[src/rtl/rgb_led_sequencer.sv]
// Colour-cycling fade-in PWM drive for RGB LEDs; each rising edge of blink_in advances the colour.
// Optional: define LED_ACTIVE_LOW_EN to invert the three LED drives for common-anode boards.
module rgb_led_sequencer #(
    parameter int PWM_BITS  = 8,
    parameter int MAX_LEVEL = 200,
    parameter int FADE_DIV  = 4096
) (
    input  logic       clk,
    input  logic       rst,
    input  logic       blink_in,
    input  logic       enable,
    output logic       redled,
    output logic       greenled,
    output logic       blueled,
    output logic [1:0] colour,
    output logic       holding,
    output logic [1:0] dbg_state
);

    localparam int DIV_W = (FADE_DIV > 1) ? $clog2(FADE_DIV) : 1;
    localparam logic [DIV_W-1:0]    DIV_LAST  = DIV_W'(FADE_DIV - 1);
    localparam logic [PWM_BITS-1:0] LEVEL_MAX = PWM_BITS'(MAX_LEVEL);

`ifdef LED_ACTIVE_LOW_EN
    localparam logic LED_INV = 1'b1;
`else
    localparam logic LED_INV = 1'b0;
`endif

    typedef enum logic [1:0] {
        S_OFF     = 2'd0,
        S_FADE_IN = 2'd1,
        S_HOLD    = 2'd2
    } state_t;

    state_t              r_state;
    logic [PWM_BITS-1:0] r_pwm_cnt;
    logic [DIV_W-1:0]    r_div_cnt;
    logic [PWM_BITS-1:0] r_level;
    logic [1:0]          r_colour;
    logic                r_blink_q;
    logic                r_holding;
    logic                r_red;
    logic                r_green;
    logic                r_blue;

    state_t              w_next_state;
    logic [DIV_W-1:0]    w_next_div;
    logic [PWM_BITS-1:0] w_next_level;
    logic [1:0]          w_next_colour;
    logic                w_rise;
    logic                w_fade_tick;
    logic                w_on;

    assign w_rise      = blink_in & ~r_blink_q;
    assign w_fade_tick = (r_div_cnt == DIV_LAST);
    assign w_on        = (r_pwm_cnt < r_level);

    always_ff @(posedge clk or posedge rst) begin
        if (rst) begin
            r_state <= S_OFF;
        end else begin
            r_state <= w_next_state;
        end
    end

    // Priority: enable low, then colour advance on rise, then fade step.
    always_comb begin
        w_next_state  = r_state;
        w_next_level  = r_level;
        w_next_colour = r_colour;
        w_next_div    = w_fade_tick ? '0 : r_div_cnt + 1'b1;
        if (!enable) begin
            w_next_state  = S_OFF;
            w_next_level  = '0;
            w_next_colour = 2'd0;
            w_next_div    = '0;
        end else begin
            case (r_state)
                S_OFF: begin
                    w_next_state  = S_FADE_IN;
                    w_next_level  = '0;
                    w_next_colour = 2'd0;
                    w_next_div    = '0;
                end
                S_FADE_IN, S_HOLD: begin
                    if (w_rise) begin
                        w_next_state  = S_FADE_IN;
                        w_next_colour = r_colour + 2'd1;
                        w_next_level  = '0;
                        w_next_div    = '0;
                    end else if (r_state == S_FADE_IN && w_fade_tick) begin
                        if (r_level >= LEVEL_MAX - 1'b1) begin
                            w_next_level = LEVEL_MAX;
                            w_next_state = S_HOLD;
                        end else begin
                            w_next_level = r_level + 1'b1;
                        end
                    end
                end
                default: begin
                    w_next_state  = S_OFF;
                    w_next_level  = '0;
                    w_next_colour = 2'd0;
                    w_next_div    = '0;
                end
            endcase
        end
    end

    always_ff @(posedge clk or posedge rst) begin
        if (rst) begin
            r_pwm_cnt <= '0;
            r_div_cnt <= '0;
            r_level   <= '0;
            r_colour  <= 2'd0;
            r_blink_q <= 1'b0;
            r_holding <= 1'b0;
        end else begin
            r_pwm_cnt <= r_pwm_cnt + 1'b1;
            r_div_cnt <= w_next_div;
            r_level   <= w_next_level;
            r_colour  <= w_next_colour;
            r_blink_q <= blink_in;
            r_holding <= (w_next_state == S_HOLD);
        end
    end

    // LED drives sample the current level/colour, so they trail the state by one cycle.
    always_ff @(posedge clk or posedge rst) begin
        if (rst) begin
            r_red   <= LED_INV;
            r_green <= LED_INV;
            r_blue  <= LED_INV;
        end else begin
            r_red   <= (w_on & ((r_colour == 2'd0) | (r_colour == 2'd3))) ^ LED_INV;
            r_green <= (w_on & ((r_colour == 2'd1) | (r_colour == 2'd3))) ^ LED_INV;
            r_blue  <= (w_on & ((r_colour == 2'd2) | (r_colour == 2'd3))) ^ LED_INV;
        end
    end

    assign redled    = r_red;
    assign greenled  = r_green;
    assign blueled   = r_blue;
    assign colour    = r_colour;
    assign holding   = r_holding;
    assign dbg_state = r_state;

endmodule

[config.mk]
export PLATFORM = sky130hd
export DESIGN_NAME = rgb_led_sequencer
export DESIGN_NICKNAME = d
export VERILOG_FILES = /design/src/rtl/rgb_led_sequencer.sv
export SDC_FILE = /design/constraint.sdc
export NUM_CORES = 1
export LEC_CHECK = 0
export ABC_AREA = 1
export BUFFER_PORTS_ARGS = -buffer_cell sky130_fd_sc_hd__clkbuf_2
export CAP_MARGIN = 10
export CORE_MARGIN = 2
export CORE_UTILIZATION = 45
export CTS_BUF_LIST = sky130_fd_sc_hd__clkbuf_16
export CTS_CLUSTER_DIAMETER = 150
export CTS_CLUSTER_SIZE = 12
export DETAILED_ROUTE_END_ITERATION = 6
export HOLD_SLACK_MARGIN = 0.03
export PLACE_DENSITY = 0.7
export SLEW_MARGIN = 10
export SYNTH_ARGS = -nofsm -noshare
export SYNTH_HDL_FRONTEND = slang
export SYNTH_SLANG_ARGS = --single-unit
export TNS_END_PERCENT = 30
[constraint.sdc]
create_clock -name clk -period 2.7 [get_ports clk]
set_clock_uncertainty 0.1 [all_clocks]
set_input_delay 0.54 -clock clk [delete_from_list [all_inputs] [get_ports clk]]
set_output_delay 0.54 -clock clk [all_outputs]
set_load 0.02 [all_outputs]
Word-level counts from Yosys, hierarchy flattened
Index checks and enable logic that the tools add are counted.
{ "word_totals": {"wordCells": 54, "register_bits": 37, "out_inout_bits": 8} }
{ "op_classes": {"bitwise_logic": 8, "n_mux": 17, "n_eq_ne": 9, "reduce_logical": 4, "addsub": 4, "magnitude_cmp": 2} }
{ "ops": {"columns": ["cell", "count"], "rows": [
  ["$mux W12", 4],
  ["$mux W8", 5],
  ["$add A8 B1 Y8 const B", 2],
  ["$mux W2", 7],
  ["$add A12 B1 Y12 const B", 1],
  ["$eq A12 B12 Y1 const B", 1],
  ["$eq A2 B2 Y1 const B", 4],
  ["$ge A8 B8 Y1 const B", 1],
  ["$lt A8 B8 Y1", 1],
  ["$and A1 B1 Y1", 4],
  ["$eq A2 B1 Y1 const B", 2],
  ["$logic_not A2 Y1", 2],
  ["$ne A4 B4 Y1 const B", 1],
  ["$pmux W2 S2", 1],
  ["$ne A3 B3 Y1 const B", 1],
  ["$or A1 B1 Y1", 3],
  ["$add A2 B1 Y2 const B", 1],
  ["$reduce_or A2 Y1", 1],
  ["$logic_and A1 B1 Y1", 1],
  ["$not A1 Y1", 1]
]} }

Logic depth before layout (Yosys ltp)
Gate-level depths: netlist (run 1).
{ "logic_depth": {"depth_word": 7, "ltp_mapped": 10, "depth_no_buf": 10} }

Worst setup path before layout (run 1)
OpenSTA, ideal clock, no wires.
{ "synth_timing": {"kind": "register -> register", "startpoint": "reg r_state[0], in the netlist dbg_state[0]", "endpoint": "reg r_level[2]", "setup_ps": 119, "t_arrival_ps": 1497, "slack_ps": 984, "path_stages_with_launch": 9, "path_buffers": 1, "cell_sequence": "dfrtp_1 > inv_1 > ha_1 > nand2_1 > nor2_4 > nand2_2 > buf_6 > a21oi_2 > a21oi_2"} }
{ "synth_via": {"elab_chain_len": 4} }
{ "synth_lines": {"columns": ["element", "line", "rtl"], "rows": [
  ["start, declared", "36", "state_t r_state;"],
  ["start signal, assigned", "63", "r_state <= w_next_state;"],
  ["$eq A2 B1 Y1 or $eq A2 B2 Y1 (tied branches)", "79, 92", null],
  ["$reduce_or A2 Y1", "79", "case (r_state)"],
  ["$mux W8", "79", null],
  ["$mux W8", "73", "if (!enable) begin"],
  ["end signal, assigned", "122", "r_level <= w_next_level;"],
  ["end, declared", "39", "logic [PWM_BITS-1:0] r_level;"]
]} }
Parallel ways exist; a longest one is shown, timed or not.
A chain may end at the register's enable or synchronous reset.

Worst setup path in the final report (run 1)
{ "layout_timing": {"startpoint": "reg r_state[0], in the netlist dbg_state[0]", "endpoint": "reg r_div_cnt[9]"} }
{ "layout_via": {"elab_chain_len": 4} }
{ "layout_lines": {"columns": ["element", "line", "rtl"], "rows": [
  ["$eq A2 B1 Y1 or $eq A2 B2 Y1 (tied branches)", "79", null],
  ["$reduce_or A2 Y1 *", "79", null],
  ["$mux W12 *", "79", null],
  ["$mux W12 *", "73", null],
  ["named net w_next_div[9]", "48", "logic [DIV_W-1:0] w_next_div;"],
  ["end signal, assigned", "121", "r_div_cnt <= w_next_div;"],
  ["end, declared", "38", "logic [DIV_W-1:0] r_div_cnt;"]
]} }
The timed path passes the listed nets; every way through them passes the cells marked *.

==> results of run 1 <==
## worst min-delay path, stage by stage
cell and delay [ns]:
clkbuf_2 0.08, inv_1 0.04, buf_4 0.39
## power by group
part           switching [mW]  internal, mW  leakage, nW  total (mW)
Clock                   0.203         0.333       0.0687       0.536
Combinational          0.0561        0.0242        0.543      0.0803
Sequential            0.00689         0.562        0.497       0.569
Total                   0.266         0.919         1.11        1.19
## synthesized netlist by cell type (all sizes together)
library cell  count
nor3              2
a21o              1
o21ai            14
inv              36
o22ai             2
a21oi            15
and3              2
buf               1
xor2              8
o21a              1
ha               16
nand4             2
dfrtp            37
xnor2             1
nand2            35
nor2             30
nand3b            1
nand3            19
## through the flow
stage          setup WS [ns]    util  instance area [um2]
3_3_place_gp           1.008  0.4895                 2102
3_5_place_dp          0.9310  0.4895                 2102
6_report              0.9241  0.5216                 2240
2_1_floorplan         0.9843       -                 1986
4_1_cts               0.9093  0.5216                 2240
5_1_grt               0.7778  0.5216                 2240
## layout make-up
cell class	instances	area (um2)
Clock buffer	5	125.1
Clock inverter	3	12.51
Fill cell	398	2054
Inverter	36	135.1
Multi-Input combinational cell	149	913.4
Sequential cell	37	925.9
Tap cell	52	65.06
Timing Repair Buffer	12	62.56
## cell families after synthesis
logic type,share of synthesized area
flops,0.4663
buf+inv,0.07372
simple gates,0.2231
compound gates,0.09641
fa+ha+maj,0.1008
xor+xnor,0.03970
## state kept, by name, summed over array words and instances, names as in the netlist
signal,count
dbg_state,2
blueled,1
holding,1
r_blink_q,1
redled,1
greenled,1
colour,2
r_div_cnt,12
r_pwm_cnt,8
r_level,8
## worst max path at each step
stage	slack (ns)	start	depth (start not counted)	end
2_1_floorplan	0.98	dbg_state[0]	8	r_level[2]
3_3_place_gp	1.01	dbg_state[0]	8	r_div_cnt[9]
3_5_place_dp	0.93	dbg_state[0]	8	r_div_cnt[9]
4_1_cts	0.91	dbg_state[0]	8	r_div_cnt[9]
5_1_grt	0.78	dbg_state[0]	8	r_div_cnt[9]
6_report	0.92	dbg_state[0]	8	r_div_cnt[9]
## metal layers
| metal | vias up | global-route usage | share of wire |
|---|---|---|---|
| met1 | 668 | 0.2020 | 0.49 |
| met5 | - | 0 | 0 |
| met3 | 7 | 0.05195 | 0.037 |
| li1 | 752 | - | - |
| met2 | 24 | 0.2495 | 0.46 |
| met4 | 0 | 0.04487 | 0.011 |
==> flow_metrics.tcl, run 1 <==
set metrics [dict create \
    yosysSeqAreaShare 0.4663 \
    r2r_end "r_div_cnt[9]" \
    htree_num_levels 2 \
    criticalPathCategory "flip-flop to flip-flop" \
    drt_wl_total_mm 3.417 \
    ys_types 27 \
    num_rows 24 \
    clockRootBuffer "clkbuf_16" \
    synthCells 223 \
    path_cells "inv_1 > ha_1 > nand2_1 > nor2_4 > nand2_1 > inv_1 > o21ai_0 > a21oi_1" \
    cts.sinks 37 \
    ir_drop_mv 0.3562 \
    leakage_nw 1.109 \
    grt_pass1_vias 1382 \
    slew_headroom 0.6924 \
    fin_nets 261 \
    start_kind "flip-flop" \
    antenna_found_initial 0 \
    critPathRequiredTime_ns 2.81 \
    hold_viol_final 0 \
    r2r-start "dbg_state[0]" \
    gp_congestion 0.8306 \
    grt_pass1_wl_mm 6.147 \
    cpPeakStageDelay_ns 0.41 \
    cts.path.max_buffers 2 \
    rsz0062_at_grt "no" \
    vias 1451 \
    drv_slew 0 \
    io_buffer_count 11 \
    final_cell_mix "dfrtp_1 (37), inv_1 (35), nand2_1 (30), nor2_1 (25), nand3_1 (17)" \
    ys_warn_count 0 \
    syn-num-nets 243 \
    detail_route.wl_per_cell_um 11.62 \
    min_period_ns 1.776 \
    cp-end-kind "flip-flop" \
    cellPowerDensity_nw_per_um2 529.2 \
    maxCapViolCount 0 \
    synth_top_area_frac 0.4663 \
    worstSkewPairLatency_ns 0.28 \
    cts_tree "built" \
    yosys.area.top_type "dfrtp_1" \
    outcome "completed" \
    hp-class "input port to async pin" \
    cts_resized 0 \
    crit_arrival_ns 1.88 \
    layout_commonest_cell "dfrtp_1" \
    finalSetupViolations 0 \
    stdcell_count 294 \
    core_area_um2 4294 \
    syn_avg_cell_area_um2 8.904 \
    numCtsBuffers 5 \
    synth.area.top_cells "dfrtp_1 (47%), ha_1 (10%), inv_1 (6.6%)" \
    fmax_ghz 0.5631 \
    ant_nets 0 \
    synth_area_um2 1986 \
    first_pass_iters 4 \
    io_pins 12 \
    area_growth_pct 12.79 \
    n_antenna_cell 0 \
    globalRouteOverflowTotal 0 \
    hold_buffers 0 \
    drive_above_1_share 0.1529 \
    grtUsageTotal 0.1562 \
    viasPerCell 4.935 \
    r2r_setup_slack_ns 0.92 \
    grt_max_degree 38 \
    reg2reg_depth 8 \
    critPathTopFamily "simple AND/OR/NAND/NOR gates" \
    initial_core_util 0.4624 \
    drt-initial-drc-count 44 \
    path_buf_inv 2 \
    fp.dieW_um 70.43 \
    finalSetupTns_ns 0 \
    fin_hold_ws_ns 0.2360 \
    cts_post_setup_buffers_inserted 0 \
    dieArea_um2 4960 \
    die_y_um 70.43 \
    clk_pin_slew_ns 0.05 \
    fin_total_pwr_mw 1.185 \
    period_share 0.6577 \
    crit_slowest_cell "dfrtp_1" \
    dp_hpwl_mm 2.425 \
    cp_max_fo 9 \
    tightest_slew_ns 0.4614 \
    route.detailed.drc 0 \
    dp_cells 286 \
    ys_seq_elements 37 \
]
(Power assumes the default switching activity.)
==> run 2: changes to the inputs <==
==> constraint.sdc (replaced) <==
create_clock -name clk -period 1.65 [get_ports clk]
set_clock_uncertainty 0.1 [all_clocks]
set_input_delay 0.33 -clock clk [delete_from_list [all_inputs] [get_ports clk]]
set_output_delay 0.33 -clock clk [all_outputs]
set_load 0.02 [all_outputs]
==> run 2 against run 1 <==
Effect of this change: combinational power rose by 130%; final cell count rose by 3.4%; wire length rose by 9.8%; sequential share of layout area fell by 3.4 points; global-route usage rose by 0.50 points; flip-flop and latch count did not move.
==> flow_metrics.tcl, run 2 (same netlist as run 1, synthesis figures left out) <==
set metrics [dict create \
    final_cell_mix "dfrtp_1 (35), inv_1 (32), nand2_1 (26), nor2_1 (23), nand3_1 (16)" \
    power_switching_mw 0.4614 \
    antenna_found_initial 0 \
    slew_headroom 0.7828 \
    rsz0062_at_grt "yes" \
    maxCapViolCount 0 \
    place_ws_ns -0.004188 \
    comb_power_share 0.084 \
    cts_tree "built" \
    grt_max_degree 38 \
    core_area_um2 4294 \
    die_y_um 70.43 \
    path_buf_inv 2 \
    initial_core_util 0.4624 \
    largestRegisters "r_div_cnt (12), r_level (8), r_pwm_cnt (8)" \
    seq_power_share 0.432 \
    crit_top_cell "nor2_1" \
    worstSkewPairLatency_ns 0.28 \
    fmax_ghz 0.6169 \
    grtUsageTotal 0.1612 \
    viasPerCell 4.997 \
    fp.dieW_um 70.43 \
    vias 1519 \
    ant_nets 0 \
    ir_drop_mv 0.7367 \
    clkPwrFrac 0.483 \
    grt_pass1_vias 1455 \
    switching_share 0.2146 \
    finalSetupViolations 0 \
    fin_nets 271 \
    clockRootBuffer "clkbuf_16" \
    period_share 0.9825 \
    min_period_ns 1.621 \
    critPathTopFamily "simple AND/OR/NAND/NOR gates" \
    cts.sinks 37 \
    leakage_nw 1.199 \
    fin_total_pwr_mw 2.151 \
    p_int_mw 1.689 \
    clk_pin_slew_ns 0.05 \
    area_growth_pct 23.13 \
    largest_reg_flops 12 \
    outcome "completed" \
    cellPowerDensity_nw_per_um2 879.7 \
    grt_pass1_wl_mm 6.203 \
    num_rows 24 \
    dp_hpwl_mm 2.568 \
    cpPeakStageDelay_ns 0.38 \
    fin_ws_ns 0.02890 \
    cp-end-kind "flip-flop" \
    drive_above_1_share 0.2460 \
    tightest_slew_ns 0.3234 \
    drt_wl_total_mm 3.752 \
    cts.path.max_buffers 2 \
    io_buffer_count 11 \
    hold_viol_final 0 \
    cp_max_fo 8 \
    start_kind "flip-flop" \
    layout_commonest_cell "dfrtp_1" \
    top_register "r_div_cnt" \
    io_pins 12 \
    crit_arrival_ns 1.73 \
    hp-class "input port to flip-flop" \
    gp_congestion 0.8247 \
    globalRouteOverflowTotal 0 \
    criticalPathCategory "flip-flop to flip-flop" \
    htree_num_levels 2 \
    first_pass_iters 4 \
    drt-initial-drc-count 47 \
    drv_slew 0 \
    route.detailed.drc 0 \
    detail_route.wl_per_cell_um 12.34 \
    dieArea_um2 4960 \
    critPathRequiredTime_ns 1.76 \
    crit_slowest_cell "dfrtp_2" \
    path_cells "inv_2 > ha_4 > nand2_4 > nor2_4 > inv_1 > nor2_1 > nand2_1 > nor2_1" \
    numCtsBuffers 5 \
    n_antenna_cell 0 \
]
-- run 2: power groups by stage --
stage                     Combinational (mW)  Sequential, mW  Clock (mW)
after detailed placement               0.153           0.944           0
after floorplan                       0.0979           0.952           0
after global placement                 0.153           0.943           0
final                                  0.181           0.930        1.04
after CTS                              0.157           0.928        1.07
after global routing                   0.204           0.930        1.11
-- run 2: area by class of cell --
type / count / area, um2
Timing Repair Buffer: 21 / 148.9
Fill cell: 386 / 1849
Inverter: 36 / 135.1
Multi-Input combinational cell: 150 / 1005
Tap cell: 52 / 65.06
Clock buffer: 5 / 125.1
Sequential cell: 37 / 928.4
Clock inverter: 3 / 37.54
-- run 2: metal layers --
metal	global-route usage	vias up	part of all wire
met5	0	-	0
met3	0.05772	7	0.032
met1	0.1905	717	0.44
met4	0.06410	0	0.017
li1	-	780	-
met2	0.2662	15	0.51
-- run 2: worst paths after layout --
kind	from	end	slack, ns	cells past startpoint
setup / recovery	dbg_state[1]	holding	0.03	8
hold / removal	blink_in	r_blink_q	0.07	1
setup reg to reg	dbg_state[1]	holding	0.03	8
hold reg to reg	r_pwm_cnt[7]	r_pwm_cnt[7]	0.38	1
max in group asynchronous	rst	dbg_state[1]	0.71	4
min in group asynchronous	rst	r_div_cnt[3]	0.53	4
-- run 2: worst register-to-register path: stages, from the launching register on --
cell and delay [ns]:
dfrtp_2 0.38, inv_2 0.06, ha_4 0.26, nand2_4 0.05, nor2_4 0.27, inv_1 0.14
nor2_1 0.11, nand2_1 0.08, nor2_1 0.11
-- run 2: stage by stage --
step / instance area [um2] / TNS [ns] / hold WS (ns) / instances / util
after floorplan: 1988 / 0 / 0.2614 / 223 / -
after CTS: 2325 / 0 / 0.06192 / 299 / 0.5414
after global routing: 2445 / -0.2390 / 0.06057 / 304 / 0.5693
after global placement: 2147 / 0 / 0.2870 / 290 / 0.5000
final: 2445 / 0 / 0.07099 / 304 / 0.5693
after detailed placement: 2147 / -0.009322 / 0.2882 / 290 / 0.5000
-- run 2: what timing repair did --
action	4_1_cts	5_1_grt
gates resized for setup	1	22
setup buffers	0	5
gates cloned	0	1
hold buffers	1	0
hold endpoints to repair	37	0
setup endpoints to repair	3	12
pin swaps	1	8
